--- config.mk ---
export PLATFORM = sky130hd
export DESIGN_NAME = mult32x32_fsm
export DESIGN_NICKNAME = d
export VERILOG_FILES = /design/src/rtl/mult32x32_fsm.sv
export SDC_FILE = /design/constraint.sdc
export NUM_CORES = 1
export LEC_CHECK = 0
export ABC_AREA = 1
export BUFFER_PORTS_ARGS = -buffer_cell sky130_fd_sc_hd__buf_2
export CAP_MARGIN = 20
export CORE_AREA = 2 2 39 41
export CTS_BUF_LIST = sky130_fd_sc_hd__clkbuf_2 sky130_fd_sc_hd__clkbuf_4 sky130_fd_sc_hd__clkbuf_8
export DETAILED_ROUTE_END_ITERATION = 16
export DIE_AREA = 0 0 41 43
export MAX_ROUTING_LAYER = met4
export RECOVER_POWER = 50
export SLEW_MARGIN = 20
export SYNTH_ARGS = -nofsm -noshare
export SYNTH_HDL_FRONTEND = slang
export SYNTH_SLANG_ARGS = --single-unit
--- constraint.sdc ---
create_clock -name clk -period 1.7 [get_ports clk]
set_input_delay 0.425 -clock clk [delete_from_list [all_inputs] [get_ports clk]]
set_output_delay 0.425 -clock clk [all_outputs]
set_load 0.02 [all_outputs]
--- src/rtl/mult32x32_fsm.sv ---
// Control FSM for the byte-serial 32x32 multiplier: sequences eight 8x16 partial
// products into the downstream product register and pulses done at the end.
module mult32x32_fsm (
   input  logic       clk,
   input  logic       reset,
   input  logic       start,
   output logic       busy,
   output logic       done,
   output logic [1:0] a_sel,
   output logic       b_sel,
   output logic [2:0] shift_sel,
   output logic       upd_prod,
   output logic       clr_prod
);

   typedef enum logic [3:0] {
      StIdle = 4'd0,
      StA0B0 = 4'd1,
      StA1B0 = 4'd2,
      StA2B0 = 4'd3,
      StA3B0 = 4'd4,
      StA0B1 = 4'd5,
      StA1B1 = 4'd6,
      StA2B1 = 4'd7,
      StA3B1 = 4'd8
   } state_e;

   state_e     state_q, state_d;
   logic       done_q, done_d;
   logic       step_valid;
   logic [2:0] step;

   always_ff @(posedge clk or negedge reset) begin
      if (!reset) begin
         state_q <= StIdle;
         done_q  <= 1'b0;
      end else begin
         state_q <= state_d;
         done_q  <= done_d;
      end
   end

   // Unused encodings fall through to the default and return to idle.
   always_comb begin
      state_d = StIdle;
      case (state_q)
         StIdle:  state_d = start ? StA0B0 : StIdle;
         StA0B0:  state_d = StA1B0;
         StA1B0:  state_d = StA2B0;
         StA2B0:  state_d = StA3B0;
         StA3B0:  state_d = StA0B1;
         StA0B1:  state_d = StA1B1;
         StA1B1:  state_d = StA2B1;
         StA2B1:  state_d = StA3B1;
         StA3B1:  state_d = StIdle;
         default: state_d = StIdle;
      endcase
      done_d = (state_q == StA3B1);
   end

   // step[1:0] is the A byte, step[2] the B half.
   always_comb begin
      step_valid = 1'b1;
      step       = 3'd0;
      case (state_q)
         StA0B0:  step = 3'd0;
         StA1B0:  step = 3'd1;
         StA2B0:  step = 3'd2;
         StA3B0:  step = 3'd3;
         StA0B1:  step = 3'd4;
         StA1B1:  step = 3'd5;
         StA2B1:  step = 3'd6;
         StA3B1:  step = 3'd7;
         default: step_valid = 1'b0;
      endcase
      busy      = step_valid;
      upd_prod  = step_valid;
      a_sel     = step[1:0];
      b_sel     = step[2];
      shift_sel = {1'b0, step[1:0]} + {1'b0, step[2], 1'b0};
      // Qualified by reset so start cannot clear the product while held in reset.
      clr_prod  = (state_q == StIdle) && start && reset;
      done      = done_q;
   end

endmodule

Word level (Yosys, flattened, before mapping)
Index checks and enable logic that the tools add are counted.

operators by class
  add/subtract/negate cells = 1
  equal/unequal tests = 8
  bitwise gates (word level) = 0
  shift-type cells = 0
  order comparisons = 0
  muxes and demuxes = 4
  divide/modulo/power cells = 0
  multiply operators = 0
  reductions and logical operators = 4

operators by type and width
  operator                                              number
  one-hot mux 4 bit (8 select lines)                    1
  one-hot mux 3 bit (7 select lines)                    1
  equality test 4 x 3 -> 1 bit (second input constant)  4
  equality test 4 x 2 -> 1 bit (second input constant)  2
  OR reduction 8 bit                                    1
  equality test 4 x 1 -> 1 bit (second input constant)  1
  equality test 4 bit (second input constant)           1
  logical NOT 4 bit                                     1
  adder 2 x 2 -> 3 bit                                  1
  logical AND 1 bit                                     2
  two-way mux 1 bit                                     2

word-level totals
  ROM bits = 0
  latch bits = 0
  register bits = 5
  output and inout bits = 10
  logic and storage cells = 19
  memory bits (writable) = 0
  memories kept = 0

Logic depth before layout (Yosys ltp)
  depth after elaboration = 3
  depth in mapped cells = 6
  depth with buffers taken out = 6

Worst setup path after synthesis
Ideal clock, no wire load.

  path kind = register to output
  from = reg state_q[3]
  to = out shift_sel[1]
  arrival time = 1.532 ns
  required time = 1.275 ns
  buffers on the path = 0
  cell stages (with the launch flop) = 5
  setup slack = -0.257 ns
  cells stage by stage = dfrtp_1 inv_1 nand2_1 o21ai_0 ha_1

between the ends
  longest elaborated chain between the ends = 3
  elaborated cells between the ends (all ways) = 9

RTL lines
  what                                         line  source
  start: declaration                           28    state_e state_q, state_d;
  start signal: assignment                     35    state_q <= StIdle;
  start signal: assignment                     38    state_q <= state_d;
  equality test 4 bit (tied with other cells)  65    case (state_q)
  one-hot mux 3 bit (7 select lines) *         65
  via b_sel                                    10    output logic b_sel,
  adder 2 x 2 -> 3 bit *                       80    shift_sel = {1'b0, step[1:0]} + {1'b0, step[2], 1'b0};
  end: declaration                             11    output logic [2:0] shift_sel,

The timed path passes the listed nets; every way through them passes the cells marked *.

Final worst setup path
  from = reg state_q[1]
  to = out shift_sel[1]

between the ends
  longest elaborated chain between the ends = 3
  elaborated cells between the ends (all ways) = 9

RTL lines
  what                                         line
  equality test 4 bit (tied with other cells)  65
  one-hot mux 3 bit (7 select lines) *         65
  adder 2 x 2 -> 3 bit *                       80

Every way passes the cells marked *; elsewhere a longest branch is shown, timed or not.

==> flow_summary.rst <==
.. list-table::
   :header-rows: 1

   * - Metric
     - Value
   * - Crit path DAT
     - 1410 ps
   * - Fraction of the mapped netlist area in adder cells
     - 4.48%
   * - Number of placed I/O pins
     - 13
   * - Syn_nets
     - 42
   * - Number of port buffers
     - 12
   * - Largest net degree at the start of global routing
     - 6
   * - Final Setup Violations
     - 3
   * - Launch point of the critical path
     - state_q[1]$_DFF_PN0_
   * - Library cell used as clock root buffer
     - sky130_fd_sc_hd__clkbuf_4
   * - Post-synthesis sequential area ratio
     - 44.8%
   * - XOR/XNOR Fraction of Synth Area
     - 0%
   * - Final worst slack
     - -131 ps
   * - Count of cells along the worst hold path
     - 3
   * - Filler cell count in the final layout
     - 148
   * - RSZ-0062 raised after global routing
     - true
   * - Yosys Warn Count
     - 0
   * - Shortest clock period the worst path allows after layout
     - 1830 ps
   * - Number of nets in the final layout
     - 64
   * - Rel. slew slack
     - 85.2%
   * - Via density per instance
     - 4.28
   * - Number of clock sinks
     - 5
   * - Detailed Route WL
     - 691 um
   * - Number of detailed-routing iterations run before antenna repair
     - 4
   * - Layout Area Growth over Synthesis
     - 78.9%
   * - Dominant combinational cell family by area after synthesis
     - simple AND/OR/NAND/NOR gates
   * - Final HPWL DP
     - 522 um
   * - CTS tree
     - yes
   * - Global-route wire length before repair
     - 1060 um
   * - Area of the placeable core
     - 0.00138 mm2
   * - Placer's final routability congestion estimate
     - 0.886
   * - Number of failing hold endpoints at the final stage
     - 0
   * - Type of the worst setup path
     - register to primary output
   * - Share of final-layout standard cells stronger than drive strength 1
     - 52.5%
   * - Critical-path maximum fanout
     - 5
   * - Die extent in x
     - 41 um
   * - Max-Cap Viols
     - 0
   * - CP endpoint
     - shift_sel[1]
   * - Basic-gate share of the synthesized area counting and, or, nand and nor cells
     - 25.1%
   * - R2r startpoint
     - state_q[1]$_DFF_PN0_
   * - Final Max Tran Viols
     - 0
   * - Total GRT Usage
     - 9.94%
   * - Number of buffers between clock root and the deepest sink
     - 2
   * - Transition at the pin with the smallest max-transition slack
     - 222 ps
   * - Congestion Overflow GR
     - 0
   * - Post-route antenna net violation count
     - 0
   * - Via count of the first global-routing pass
     - 277
   * - Iter 0 DRT Violations
     - 4
   * - Vias
     - 321
   * - Full die area
     - 0.00176 mm2
   * - Clock Pin Slew Worst Setup and Hold Paths
     - 40 ps
   * - Depth of the most critical reg-to-reg path
     - 5
   * - H-tree depth
     - 1
   * - Post-Synthesis Cells
     - 38
   * - Share of the clock period used by the worst path after layout
     - 108%
   * - Data required time at the worst endpoint
     - 1270 ps
   * - Number of clock buffers inserted by TritonCTS
     - 3
   * - Starting density of the core
     - 20.2%
   * - CP endpoint kind
     - primary output
   * - Mean instance size in the synthesized netlist
     - 7.34 um2
   * - Highest Clock Rate
     - 546 MHz
   * - Flop and latch count out of synthesis
     - 5
   * - Reg2Reg Setup Slack
     - 710 ps
   * - Compound-cell area share of the yosys netlist
     - 8.07%
   * - DRC errors left
     - 0
   * - Violations in the final reports
     - setup timing
   * - Mean routed wirelength per cell
     - 9.21 um
   * - Clock latency on the worst-skew pair
     - 240 ps
   * - Die boundary height
     - 43 um
   * - Hold WC Path Type
     - input port to register
   * - Number of distinct library cells after synthesis
     - 9
   * - Outcome
     - complete, but fails checks
   * - Reg-to-reg critical path endpoint
     - state_q[0]$_DFF_PN0_
   * - Std cell rows
     - 14
   * - Number of diodes added for antenna fixing
     - 0
   * - Worst Hold Slack
     - 457 ps
   * - Number of antenna violations at the first check in global routing
     - 0
   * - Post-synth design cell area
     - 279 um2
   * - Critical path launch point type
     - register
   * - Multiplexer area fraction after synthesis
     - 0%
   * - Clock Skews
     - 1.46 ps
==> cells by family (layout without fill, tap and decap cells) <==
kind of cell	count (synthesis)	in the layout
buffers and inverters	11	32
AOI/OAI and AO/OA	4	4
and+or+nand+nor	17	17
DFF	5	5
adders and majority gates	1	1
==> state kept, by name, indices dropped and copies added, names as in the netlist <==
signal / cells
state_q: 4
done: 1
==> how the worst min path moves through the flow <==
| stage | start | end | slack [ps] |
|---|---|---|---|
| global route | start | state_q[0]$_DFF_PN0_ | 470 |
| floorplan | reset | done$_DFF_PN0_ | 130 |
| finish | start | state_q[0]$_DFF_PN0_ | 460 |
| CTS | start | state_q[0]$_DFF_PN0_ | 470 |
| detailed placement | reset | done$_DFF_PN0_ | 250 |
| global placement | reset | done$_DFF_PN0_ | 250 |
==> routing by layer <==
metal | routed length, um | global-route usage [%] | part of all wire [%] | vias up
li1 | - | - | - | 159
met1 | 278 | 10.5 | 40 | 154
met2 | 393 | 13.4 | 57 | 8
met3 | 18 | 3.14 | 2.6 | 0
met4 | 0 | 10.0 | 0 | 0
met5 | 0 | - | 0 | -
==> Yosys cell counts <==
library cell,number,share of area (%)
sky130_fd_sc_hd__buf_4,2,5.4
sky130_fd_sc_hd__dfrtp_1,5,45
sky130_fd_sc_hd__ha_1,1,4.5
sky130_fd_sc_hd__inv_1,9,12
sky130_fd_sc_hd__nand2_1,8,11
sky130_fd_sc_hd__nand3_1,5,9.0
sky130_fd_sc_hd__nor2_1,4,5.4
sky130_fd_sc_hd__o211ai_1,1,2.7
sky130_fd_sc_hd__o21ai_0,3,5.4
==> worst max-delay path, cell delays in order, from the launching register on <==
cell and delay, ps:
sky130_fd_sc_hd__dfrtp_2 440, sky130_fd_sc_hd__nor2_4 140, sky130_fd_sc_hd__buf_6 120, sky130_fd_sc_hd__o21ai_4 40, sky130_fd_sc_hd__ha_1 300, sky130_fd_sc_hd__buf_6 130
==> metrics by stage <==
| stage | area, um2 | instances | worst slack [ps] | TNS, ps | util (%) |
|---|---|---|---|---|---|
| floorplan | 283 | 38 | 60.8 | 0 | - |
| global placement | 363 | 66 | 92.1 | 0 | 26.2 |
| detailed placement | 363 | 66 | 78.3 | 0 | 26.2 |
| CTS | 424 | 72 | -145 | -204 | 30.7 |
| global route | 499 | 75 | -204 | -659 | 36.1 |
| finish | 499 | 75 | -131 | -245 | 36.1 |
==> final cells by class <==
type                            count  area [um2]  area share, %
Clock buffer                        4        30.0           6.02
Timing Repair Buffer               19         148           29.6
Tap cell                           16        20.0           4.01
Multi-Input combinational cell     22         141           28.3
Sequential cell                     5         126           25.3
Inverter                            9        33.8           6.77
==> placed cells by master, fill, tap and decap left out <==
cell type / count
sky130_fd_sc_hd__nand2_1: 7
sky130_fd_sc_hd__buf_6: 4
sky130_fd_sc_hd__clkbuf_4: 4
sky130_fd_sc_hd__o211ai_1: 1
sky130_fd_sc_hd__inv_2: 2
sky130_fd_sc_hd__nor2_4: 1
sky130_fd_sc_hd__ha_1: 1
sky130_fd_sc_hd__nand3_2: 3
sky130_fd_sc_hd__o21ai_4: 1
sky130_fd_sc_hd__o21ai_1: 1
sky130_fd_sc_hd__nand2_2: 1
sky130_fd_sc_hd__dlygate4sd3_1: 1
sky130_fd_sc_hd__dfrtp_2: 1
sky130_fd_sc_hd__buf_2: 5
sky130_fd_sc_hd__nand3_1: 2
sky130_fd_sc_hd__nor2_1: 3
sky130_fd_sc_hd__buf_4: 9
sky130_fd_sc_hd__o21ai_0: 1
sky130_fd_sc_hd__inv_1: 7
sky130_fd_sc_hd__dfrtp_1: 4
==> timing repair <==
item | in CTS | in global routing
pin swaps | 2 | 7
setup buffers | 1 | 3
hold buffers | 1 | 0
endpoints found under the setup margin | 3 | 8
hold endpoints to repair | 5 | 0
gates resized for setup | 6 | 16
Power is left out: the tool's default activity adds up to more than one toggle a clock period on the data nets, which glitch-free logic cannot reach.
